===== src/rtl/dma_copy_engine.sv =====
// rtl/dma_copy_engine.sv - memory-to-memory DMA copy engine: CPU register window plus request/grant bus master
module dma_copy_engine #(
    parameter int          LEN_W     = 16,
    parameter logic [31:0] ADDR_STEP = 32'd4
) (
    input  logic        clk,
    input  logic        rst,
    input  logic [1:0]  A,
    input  logic        WE,
    input  logic [31:0] WD,
    output logic [31:0] RD,
    output logic        m_req,
    input  logic        m_gnt,
    output logic [31:0] m_a,
    output logic        m_we,
    output logic [31:0] m_wd,
    input  logic [31:0] m_rd,
    output logic        irq
);

    typedef enum logic [1:0] {
        IDLE   = 2'd0,
        RD_REQ = 2'd1,
        WR_REQ = 2'd2
    } state_t;

    state_t             state;
    logic [31:0]        src;
    logic [31:0]        dst;
    logic [31:0]        rd_buf;
    logic [LEN_W-1:0]   len;
    logic               done;
    logic               busy;
    logic               ctrl_wr;
    logic               abort;

    assign busy    = (state != IDLE);
    assign ctrl_wr = WE && (A == 2'd3);
    assign abort   = ctrl_wr && WD[1];

    // Bus outputs decode straight from the state register, so async reset drops them at once.
    assign m_req = busy;
    assign m_we  = (state == WR_REQ);
    assign m_a   = (state == RD_REQ) ? src :
                   (state == WR_REQ) ? dst : 32'd0;
    assign m_wd  = (state == WR_REQ) ? rd_buf : 32'd0;
    assign irq   = done;

    always_comb begin
        RD = 32'd0;
        case (A)
            2'd0:    RD = src;
            2'd1:    RD = dst;
            2'd2:    RD = {{(32-LEN_W){1'b0}}, len};
            default: RD = {30'd0, done, busy};
        endcase
    end

    always_ff @(posedge clk or negedge rst) begin
        if (!rst) begin
            state  <= IDLE;
            src    <= 32'd0;
            dst    <= 32'd0;
            rd_buf <= 32'd0;
            len    <= '0;
            done   <= 1'b0;
        end else begin
            case (state)
                IDLE: begin
                    if (WE) begin
                        case (A)
                            2'd0: src <= WD;
                            2'd1: dst <= WD;
                            2'd2: len <= WD[LEN_W-1:0];
                            default: begin
                                // A zero-length start completes immediately without touching the bus.
                                if (WD[0]) begin
                                    done <= (len == '0);
                                    if (len != '0)
                                        state <= RD_REQ;
                                end else if (WD[2]) begin
                                    done <= 1'b0;
                                end
                            end
                        endcase
                    end
                end
                RD_REQ: begin
                    if (abort) begin
                        state <= IDLE;
                    end else if (m_gnt) begin
                        rd_buf <= m_rd;
                        src    <= src + ADDR_STEP;
                        state  <= WR_REQ;
                    end
                end
                WR_REQ: begin
                    if (abort) begin
                        state <= IDLE;
                    end else if (m_gnt) begin
                        dst <= dst + ADDR_STEP;
                        len <= len - LEN_W'(1);
                        if (len == LEN_W'(1)) begin
                            state <= IDLE;
                            done  <= 1'b1;
                        end else begin
                            state <= RD_REQ;
                        end
                    end
                end
                default: state <= IDLE;
            endcase
        end
    end

endmodule


===== config.mk =====
export PLATFORM = sky130hd
export DESIGN_NAME = dma_copy_engine
export DESIGN_NICKNAME = d
export VERILOG_FILES = /design/src/rtl/dma_copy_engine.sv
export SDC_FILE = /design/constraint.sdc
export NUM_CORES = 1
export LEC_CHECK = 0
export ABC_AREA = 1
export CORE_ASPECT_RATIO = 0.75
export CORE_MARGIN = 2
export CORE_UTILIZATION = 30
export DETAILED_ROUTE_END_ITERATION = 7
export PLACE_DENSITY = 0.64
export SETUP_SLACK_MARGIN = 0.5
export SYNTH_ARGS = -nofsm -noshare
export SYNTH_HDL_FRONTEND = slang
export SYNTH_SLANG_ARGS = --single-unit

===== constraint.sdc =====
create_clock -name clk -period 4.3 [get_ports clk]
set_clock_uncertainty 0.15 [all_clocks]
set_input_delay 1.075 -clock clk [delete_from_list [all_inputs] [get_ports clk]]
set_output_delay 1.075 -clock clk [all_outputs]
set_load 0.02 [all_outputs]

==> results.json <==
{
  "synth_flop_cell": "dfrtp_1",
  "die_area_um2": 28230,
  "port_buffers": 168,
  "num_rows": 51,
  "gr-usage-all-layers_pct": 20.67,
  "fmax_ghz": 0.2695,
  "crit_path_cell_trace": "inv_1 > nor2_4 > buf_4 > nand2_1 > o21ai_0 > clkdlybuf4s50_1",
  "cts_root_buffer": "clkbuf_16",
  "hold_class": "flip-flop to flip-flop",
  "yosysUniqueCellTypes": 34,
  "via_per_inst": 5.072,
  "yosys.area_share.simple_pct": 35.27,
  "finalSetupViolCount": 0,
  "async_flop_share_pct": 100.0,
  "r2r_cells": 10,
  "vias": 8992,
  "rsz0062_at_grt": "yes",
  "die_x_um": 193.3,
  "clkTransAtPathRegs_ns": 0.06,
  "synth.area.top_cells": "dfrtp_1, nor2_1, nand2_1, inv_1, nand3_1",
  "worst_ep_required_time_ns": 3.07,
  "worstPathMaxFanout": 35,
  "synth.most_common_cell": "nor2_1",
  "grt_pass1_wl_um": 46280,
  "wire_per_inst_um": 16.47,
  "synth_fa_ha_area_share_pct": 0.6204,
  "grt_pass1_vias": 8354,
  "antenna_found_initial": 1,
  "dieHeight_um": 146.0,
  "outcome": "completed",
  "drt_iter0_drc": 1012,
  "whs_path_depth": 2,
  "hpwl_um": 21500,
  "fill_cells": 2722,
  "synth_compound_area_share_pct": 16.19,
  "maxSlewViolCount": 0,
  "gp_congestion": 0.9299,
  "top_layer_used": "met4",
  "p_leak_nw": 5.029,
  "cp-end-kind": "primary output",
  "hold_viol": 0,
  "remaining_drc_errors": 0,
  "path_class": "flip-flop to primary output",
  "synth_edf_count": 0,
  "slowest_delay_ns": 0.69,
  "multi_input_area_um2": 4282,
  "vdd_drop_max_v": 0.0003233,
  "syn-cell-area_um2": 8066,
  "cp.arrival_ns": 2.49,
  "numCtsBuffers": 17,
  "register_area_um2": 2878,
  "synth_seq_cells": 115,
  "cp_slowest_cell": "clkdlybuf4s50_1",
  "wl_um": 29200,
  "cts_buffer_depth": 2,
  "netlist_top_cells_count": "nor2_1, nand2_1, inv_1",
  "finalNetCount": 1491,
  "clock-sinks": 115,
  "ys_seq_area_share_pct": 35.68,
  "grt_max_degree": 67,
  "synth_nets": 1339,
  "core_area_um2": 26160,
  "muxShareOfSynthArea_pct": 0,
  "tritoncts": "built",
  "drt-met1-wl_um": 13810,
  "ant_nets": 0,
  "syn_area_per_cell_um2": 6.377,
  "yosysWarnings": 0,
  "drt_pass1_iterations": 5,
  "grt_overflow": 0,
  "start_util_pct": 30.83,
  "routed-wl-met3_um": 3026,
  "synth_top_family_by_area": "simple AND/OR/NAND/NOR gates",
  "drive_gt1_share_pct": 6.018,
  "period_minus_slack_ns": 3.711,
  "num_io_pins": 169,
  "fin_crit_sh_pct": 86.29,
  "slew_headroom_pct": 47.44,
  "yosysTopAreaCellShare_pct": 35.68,
  "synth-xor-area-share_pct": 0.8686,
  "antenna_cells": 0,
  "worst_pin_slew_ns": 0.7884,
  "synthCells": 1265,
  "met2_length_um": 11980,
  "synthToLayoutAreaGrowth_pct": 32.64,
  "cp-start-kind": "flip-flop",
  "drv_cap": 0,
  "clk-insertion-delay-late_ns": 0.43,
  "synth_top_cell_by_area": "dfrtp_1",
  "htree_num_levels": 4,
  "final_util_pct": 40.89,
  "fin_tns_setup_ns": 0,
  "p_per_area_nw_per_um2": 722.7
}
==> stage by stage <==
step / total power, mW / area (um^2) / hold slack, ns / std cells / setup slack [ns]
4_1_cts: 7.729 / 10700 / 0.3414 / 1773 / 0.4963
3_3_place_gp: 6.186 / 10100 / 0.3212 / 1742 / 0.09353
6_report: 7.732 / 10700 / 0.3414 / 1773 / 0.5895
3_5_place_dp: 6.217 / 10100 / 0.3272 / 1742 / 0.03375
2_1_floorplan: 4.641 / 8066 / 0.3030 / 1265 / 1.017
5_1_grt: 8.332 / 10700 / 0.3705 / 1773 / 0.4718
==> state kept, by name, summed over array words and instances, names as in the netlist <==
name / flops
len: 16
dst: 32
irq: 1
src: 32
rd_buf: 32
state: 2
==> worst paths after layout <==
kind / start / end / slack, ns
min in group asynchronous: rst / src[9] / 0.57
hold / removal: dst[1] / dst[1] / 0.34
max in group asynchronous: rst / rd_buf[6] / 2.60
setup reg to reg: state[0] / src[21] / 1.57
hold reg to reg: dst[1] / dst[1] / 0.34
setup / recovery: state[0] / m_a[10] / 0.59
==> cell type report <==
type / instances / area share, %
multi-input combinational: 927 / 40.02
sequential: 115 / 26.90
timing repair buffer: 188 / 17.38
inverter: 168 / 5.941
tap: 344 / 4.023
clock buffer: 17 / 3.976
clock inverter: 14 / 1.766
==> per-layer routing <==
layer  GRT usage (%)  up-vias
li1                -     4404
met1           30.27     4169
met2           29.09      391
met3           6.721       28
met4           4.924        0
met5               0        -
==> power breakdown <==
part | internal, mW | switching, mW | total [mW]
sequential | 1.60 | 0.546 | 2.15
combinational | 1.44 | 2.61 | 4.05
clock | 0.963 | 0.569 | 1.53
total | 4.01 | 3.73 | 7.73
==> placed cells by master (no fill, tap or decap), types with 8 or more instances in the layout <==
| cell type | n |
|---|---|
| o21ai_0 | 57 |
| o221ai_1 | 17 |
| nand4_1 | 21 |
| buf_4 | 16 |
| o21ai_1 | 16 |
| nand3_1 | 78 |
| nor2_2 | 9 |
| dfrtp_1 | 115 |
| clkbuf_16 | 17 |
| nor2_1 | 289 |
| a31oi_1 | 18 |
| dlygate4sd2_1 | 25 |
| nand2_1 | 267 |
| o22ai_1 | 47 |
| a21oi_1 | 58 |
| clkdlybuf4s50_1 | 133 |
| nor3_1 | 11 |
| xor2_1 | 8 |
| inv_1 | 160 |
==> cell families (layout without fill, tap and decap cells) <==
group / after synthesis / count (layout)
and+or+nand+nor: 690 / 690
adders and majority gates: 4 / 4
xor gates and xnor gates: 8 / 8
buffers and inverters: 223 / 387
AOI/OAI and AO/OA: 225 / 225
DFF: 115 / 115
==> critical path, delay by kind of cell (launching register included) <==
| kind | cells | cell delay [ns] |
|---|---|---|
| buf+inv | 3 | 1.15 |
| flops | 1 | 0.44 |
| simple gates | 2 | 0.23 |
| compound gates | 1 | 0.20 |
==> timing repair <==
| item | 4_1_cts | 5_1_grt |
|---|---|---|
| gates resized for setup | 51 | 3 |
| pin swaps | 0 | 0 |
| hold buffers | 0 | 0 |
| endpoints found under the setup margin | 60 | 9 |
| buffers inserted | 0 | 0 |
Note: power is estimated with default switching activity, not from simulation.
